$ cat config.mk
export PLATFORM = sky130hd
export DESIGN_NAME = mux_scan_ctrl
export DESIGN_NICKNAME = d
export VERILOG_FILES = /design/src/rtl/mux_scan_ctrl.sv
export SDC_FILE = /design/constraint.sdc
export NUM_CORES = 1
export LEC_CHECK = 0
export CAP_MARGIN = 20
export CELL_PAD_IN_SITES_DETAIL_PLACEMENT = 1
export CELL_PAD_IN_SITES_GLOBAL_PLACEMENT = 1
export CORE_ASPECT_RATIO = 1.5
export CORE_MARGIN = 2
export CORE_UTILIZATION = 31
export CTS_BUF_LIST = sky130_fd_sc_hd__clkbuf_4 sky130_fd_sc_hd__clkbuf_8
export CTS_CLUSTER_SIZE = 20
export DETAILED_ROUTE_END_ITERATION = 6
export PLACE_DENSITY_LB_ADDON = 0.1
export SETUP_SLACK_MARGIN = 0.3
export SLEW_MARGIN = 20
export SYNTH_ARGS = -nofsm -noshare
export SYNTH_HDL_FRONTEND = slang
export SYNTH_SLANG_ARGS = --single-unit
$ cat constraint.sdc
create_clock -name clk -period 1.18 [get_ports clk]
set_clock_uncertainty 0.2 [all_clocks]
set_input_delay 0.236 -clock clk [delete_from_list [all_inputs] [get_ports clk]]
set_output_delay 0.236 -clock clk [all_outputs]
set_load 0.02 [all_outputs]
$ cat src/rtl/mux_scan_ctrl.sv
// Select sequencer for a 5:1 mux: drives sel, waits DWELL cycles, captures the sample.
// Optional per-frame running maximum output enabled by MUX_SCAN_FRAME_MAX_EN.
module mux_scan_ctrl #(
    parameter int unsigned N_INPUTS = 5,
    parameter int unsigned SEL_W    = 3,
    parameter int unsigned DATA_W   = 4,
    parameter int unsigned DWELL    = 2
) (
    input  logic              clk,
    input  logic              reset,
    input  logic              enable,
    input  logic              mode,
    input  logic              step,
    output logic [SEL_W-1:0]  sel,
    input  logic [DATA_W-1:0] mux_out,
    output logic [DATA_W-1:0] data_out,
    output logic [SEL_W-1:0]  data_idx,
    output logic              data_valid,
`ifdef MUX_SCAN_FRAME_MAX_EN
    output logic [DATA_W-1:0] frame_max,
`endif
    output logic              frame_done
);

    localparam int unsigned CNT_W = (DWELL > 1) ? $clog2(DWELL) : 1;
    localparam logic [SEL_W-1:0] LAST_SEL = SEL_W'(N_INPUTS - 1);
    localparam logic [CNT_W-1:0] DWELL_LD = CNT_W'(DWELL - 1);

    typedef enum logic [1:0] {IDLE, SETTLE, CAPTURE} state_t;

    state_t            state_q, state_d;
    logic [CNT_W-1:0]  cnt_q, cnt_d;
    logic [SEL_W-1:0]  sel_q, sel_d;
    logic [DATA_W-1:0] data_out_q, data_out_d;
    logic [SEL_W-1:0]  data_idx_q, data_idx_d;
    logic              data_valid_q, data_valid_d;
    logic              frame_done_q, frame_done_d;

    always_ff @(posedge clk or posedge reset) begin
        if (reset) begin
            state_q      <= IDLE;
            cnt_q        <= '0;
            sel_q        <= '0;
            data_out_q   <= '0;
            data_idx_q   <= '0;
            data_valid_q <= 1'b0;
            frame_done_q <= 1'b0;
        end else begin
            state_q      <= state_d;
            cnt_q        <= cnt_d;
            sel_q        <= sel_d;
            data_out_q   <= data_out_d;
            data_idx_q   <= data_idx_d;
            data_valid_q <= data_valid_d;
            frame_done_q <= frame_done_d;
        end
    end

    // Scan sequencing: SETTLE holds sel for DWELL cycles, CAPTURE samples and advances
    always_comb begin
        state_d      = state_q;
        cnt_d        = cnt_q;
        sel_d        = sel_q;
        data_out_d   = data_out_q;
        data_idx_d   = data_idx_q;
        data_valid_d = 1'b0;
        frame_done_d = 1'b0;
        case (state_q)
            IDLE: begin
                if (enable && (!mode || step)) begin
                    state_d = SETTLE;
                    cnt_d   = DWELL_LD;
                end
            end
            SETTLE: begin
                if (!enable) begin
                    state_d = IDLE;
                end else if (cnt_q == '0) begin
                    state_d = CAPTURE;
                end else begin
                    cnt_d = cnt_q - CNT_W'(1);
                end
            end
            CAPTURE: begin
                data_out_d   = mux_out;
                data_idx_d   = sel_q;
                data_valid_d = 1'b1;
                frame_done_d = (sel_q == LAST_SEL);
                sel_d        = (sel_q == LAST_SEL) ? '0 : sel_q + SEL_W'(1);
                if (enable && !mode) begin
                    state_d = SETTLE;
                    cnt_d   = DWELL_LD;
                end else begin
                    state_d = IDLE;
                end
            end
            default: state_d = IDLE;
        endcase
    end

    assign sel        = sel_q;
    assign data_out   = data_out_q;
    assign data_idx   = data_idx_q;
    assign data_valid = data_valid_q;
    assign frame_done = frame_done_q;

`ifdef MUX_SCAN_FRAME_MAX_EN
    logic [DATA_W-1:0] run_max_q, run_max_d;
    logic [DATA_W-1:0] frame_max_q, frame_max_d;
    logic [DATA_W-1:0] cap_max_c;

    always_ff @(posedge clk or posedge reset) begin
        if (reset) begin
            run_max_q   <= '0;
            frame_max_q <= '0;
        end else begin
            run_max_q   <= run_max_d;
            frame_max_q <= frame_max_d;
        end
    end

    // Running max folds in every capture; published and cleared on the last input
    always_comb begin
        run_max_d   = run_max_q;
        frame_max_d = frame_max_q;
        cap_max_c   = (mux_out > run_max_q) ? mux_out : run_max_q;
        if (state_q == CAPTURE) begin
            if (sel_q == LAST_SEL) begin
                frame_max_d = cap_max_c;
                run_max_d   = '0;
            end else begin
                run_max_d = cap_max_c;
            end
        end
    end

    assign frame_max = frame_max_q;
`endif

endmodule

# [After elaboration in Yosys (flattened, before gate mapping)]
# Index checks and enable logic that the tools add are counted.
[totals] register_bits=15 elab_cells=37 output_inout_bits=12
[op_classes] n_eq_ne=7 n_addsub=2 n_reduce_logical=8 mux=13
[op_table] operator="$mux W1" n=7
[op_table] operator="$mux W2" n=3
[op_table] operator="$ne A2 B2 Y1 const B" n=3
[op_table] operator="$pmux W2 S3" n=1
[op_table] operator="$reduce_and A4 Y1" n=1
[op_table] operator="$add A3 B1 Y3 const B" n=1
[op_table] operator="$eq A3 B3 Y1 const B" n=1
[op_table] operator="$mux W3" n=1
[op_table] operator="$ne A3 B3 Y1 const B" n=1
[op_table] operator="$pmux W1 S3" n=1
[op_table] operator="$reduce_bool A3 Y1" n=1
[op_table] operator="$eq A2 B1 Y1 const B" n=1
[op_table] operator="$eq A2 B2 Y1 const B" n=1
[op_table] operator="$logic_and A1 B1 Y1" n=2
[op_table] operator="$logic_not A2 Y1" n=1
[op_table] operator="$reduce_and A2 Y1" n=1
[op_table] operator="$logic_not A1 Y1" n=1
[op_table] operator="$logic_or A1 B1 Y1" n=1
[op_table] operator="$sub A1 B1 Y1 const B" n=1

# [Depth between registers and ports, before layout]
[logic_depth] depth_word=5 ltp_mapped=5 mapped_depth_nobuf=5

# [Worst setup path before layout]
# Ideal clock, no wire load.
[synth_path] path_kind="flip-flop to flip-flop" start="reg sel_q[0], in the netlist sel[0]" end="reg sel_q[2], in the netlist sel[2]" setup_ns=0.128 path_buffers=0 setup_slack_ns=-0.144 arrival_time_ns=0.996 synth_period_minus_slack_ns=1.324 stages_incl_launch_ff=6 path_cell_list="dfrtp_1 inv_1 ha_1 nor2_1 o21ai_0 o21ai_2"
[synth_between] elab_chain_cells=2
[synth_lines] element="from (decl)" line_no="33" text="logic [SEL_W-1:0] sel_q, sel_d;"
[synth_lines] element="from (signal assigned)" line_no="51" text="sel_q <= sel_d;"
[synth_lines] element="$add A3 B1 Y3 / $eq A3 B3 Y1 (equally long branches)" line_no="89" text="sel_d = (sel_q == LAST_SEL) ? '0 : sel_q + SEL_W'(1);"
[synth_lines] element="$mux W3 *" line_no="89"
# Every way passes the cells marked *; elsewhere a longest branch is shown, timed or not.
# A chain may end at the register's enable or synchronous reset.

# [Final worst setup path]
# Ends and elaborated chain as after synthesis.

==> out/results.tsv <==
stage	metric	value	unit
critical_path	Crit path max-delay family	flip-flops	
placement	dpl cells	112	
synth	syn avg cell area	10.1	um2
placement	gpl congestion	0.663	
routing	Iter 0 DRT Violations	1	
grt	number of global-route vias before repair	604	
synth	post-synthesis mux area share	0.0159	
synth	cell taking the most area after synthesis	dfrtp_1	
clock_tree	total CTS buffers	3	
routing	router iterations before antenna repair	2	
routing	final WL	1700	um
synth	Cells after Synth	62	
clock_tree	CTS Buffer Depth	2	
synth	most common library cells after synthesis	23 x nand2_1, 15 x dfrtp_1, 4 x inv_1	
synth	main area contributors after synthesis	dfrtp_1 60%, nand2_1 14%, ha_1 4.0%, o21ai_2 2.8%, inv_1 2.4%	
status	failing checks	negative setup slack	
flow_run	Max-cap violations	0	
critical_path	CP Capture Type	register	
finish	nets	119	
die	Site Rows	20	
die	core outline area	1980	um2
placement	IO Port Bufs	20	
critical_path	WS Path Type	register to register	
critical_path	Reg2Reg Setup Slack	-0.11	ns
critical_path	critical-path cell list	buf_6 > inv_4 > ha_4 > nor2_2 > o21ai_2 > o21ai_2	
sta	slew of the pin with the lowest slew margin	0.206	ns
grt	first-pass GRT wire length	2750	um
synth	Netlist cell types	17	
finish	Area Growth Syn to Fin	97.8	%
sta	Pins Over Slew Limit	0	
synth	cell area after synthesis	628	um2
sta	RSZ-0062 raised after global routing	yes	
clock_tree	clk root buf	clkbuf_4	
critical_path	CP max stage delay	0.43	ns
clock_tree	Worst-path clk slew	0.08	ns
finish	filler cell count in the final layout	213	
die	Initial Util	0.318	
status	status	finished, violations left	
synth	Syn Nets	73	
critical_path	critical path's slowest cell	dfrtp_2	
die	Top Ports	21	
routing	wire length per cell	13.2	um
critical_path	worst endpoint required time	1.16	ns
sta	Tmin final	1.29	ns
synth	Yosys top cell area share	0.598	
routing	DRC viols	0	
synth	Main synth FF type	dfrtp_1	
sta	Max Fclk	774	MHz
routing	total number of vias	602	
sta	Final WS setup	-0.112	ns
clock_tree	CTS tree	built	
clock_tree	# clock sinks	15	
synth	Synth Area in Simple Gates	0.203	
critical_path	crit path buf inv count	2	
finish	antenna cells	0	
routing	remaining antenna violation count after routing	0	
power_and_ir_drop	power per cell area	2230	nW/um2
synth	main combinational cell family by area after synthesis	simple AND/OR/NAND/NOR gates	
clock_tree	H-tree depth	1	
sta	Final Setup Violations	21	
synth	Synth Area in XOR/XNOR	0	
synth	most frequent cell after synthesis	nand2_1	
critical_path	Worst setup SP type	register	
die	Die X	40.8	um
grt	initial antenna violation count	0	
synth	Seq cells post-synth	15	
clock_tree	worst skew pair latency	0.28	ns
synth	Post-synth EDFFs	0	
finish	filler-free cell count of the finished design	129	
synth	synth warn	0	
grt	largest net degree at the start of global routing	16	
sta	final hold vios	0	
placement	detailed placer's ending HPWL	1030	um
hold_path	HP Class	input pin to asynchronous set/reset pin	
synth	Async SR Flop Fraction	1.00	
die	die area	2410	um2
clock_tree	cts hold-fix bufs	0	
synth	Synth Area in Compound Gates	0.0956	
finish	fin util	0.628	
grt	Remaining Overflow, GRT	0	
sta	max_slew headroom	0.863	
synth	Synth Area in Adders	0.0398	
critical_path	CP max FO	3	
power_and_ir_drop	P_leak	0.599	nW
critical_path	Critical Path Most Common Cell	o21ai_2	
critical_path	Critical Path AT	1.27	ns
finish	layout cell share with drive strength beyond 1	0.664	
routing	via density per instance	4.67	
synth	sequential share of the synthesized area	0.598	
die	die height	59.1	um
power_and_ir_drop	Peak VDD IR	1170	uV
sta	Period Utilization, post-route	1.09	
grt	total global-route track usage	0.175	
## worst paths after layout
kind	start	endpoint	cells after the start
worst min register to register	data_out[1]	data_out[1]	2
worst min-delay path	reset	sel[2]	3
max in group asynchronous	reset	sel[0]	3
worst max-delay path	sel[0]	sel[2]	6
worst max register to register	sel[0]	sel[2]	6
min in group clk	enable	state_q[0]	3
## state kept, by name, summed over array words and instances, names as in the netlist
register / cells
cnt_q: 1
data_idx: 3
data_out: 4
data_valid: 1
frame_done: 1
sel: 3
state_q: 2
## tightest hold or removal path, stage by stage
cell and delay (ns):
clkdlybuf4s50_1 0.40, inv_1 0.10, buf_12 0.15
## power by group
group / switching, mW / internal, mW
registers: 0.159 / 0.698
clock network: 0.159 / 0.154
logic: 0.681 / 0.915
total: 1.00 / 1.77
## per-stage QoR
stage	total power, mW	setup slack [ns]	instance area, um2	hold WS [ns]	setup TNS, ns
after global routing	2.94	-0.146	1240	0.0728	-1.90
after floorplan	1.33	-0.0404	659	-0.0627	-0.0404
final	2.77	-0.112	1240	0.0619	-1.25
after CTS	2.58	-0.118	1160	0.0513	-1.31
after global placement	1.84	-0.200	968	0.250	-2.81
after detailed placement	1.87	-0.235	968	0.256	-3.02
## cell usage in the layout (no fill, tap or decap)
master and count:
buf_12 2, buf_4 12, nor3b_2 1, ha_4 1
nand2b_4 4, nor2_2 2, inv_4 2, dfrtp_2 4
o21ai_2 5, o21ai_1 1, o32ai_2 1, nand2_4 4
dfrtp_1 11, dlygate4sd2_1 1, inv_8 1, nand2_1 12
a21oi_2 1, clkdlybuf4s50_1 7, ha_1 1, nand2_2 7
inv_1 2, mux2i_1 1, buf_6 19, clkbuf_4 4
a2bb2oi_2 1
## cell type report
cell class	instances	area [um2]	area share
Clock buffer	4	30.0	0.0242
Inverter	5	31.3	0.0252
Multi-Input combinational cell	42	350	0.282
Sequential cell	15	380	0.306
Tap cell	22	27.5	0.0222
Timing Repair Buffer	41	423	0.340
## layer usage
metal,vias to the layer above,share of wire,GRT usage
met2,13,0.56,0.277
met4,0,0.021,0.100
met3,4,0.040,0.0263
met1,295,0.37,0.216
li1,290,-,-
met5,-,0,0
## kinds of logic (layout without fill, tap and decap cells)
kind of cell,after synthesis,after routing
flops,15,15
compound gates,9,9
simple gates,29,30
fa+ha+maj,2,2
mux,1,1
buf+inv,6,50
## what timing repair did
| item | CTS | global route |
|---|---|---|
| resized for setup | 98 | 13 |
| pin swaps | 13 | 7 |
| setup endpoints to repair | 27 | 27 |
| hold endpoints to repair | 0 | 0 |
| gates cloned | 1 | 0 |
| buffers inserted | 8 | 4 |
Note: power is estimated with default switching activity, not from simulation.
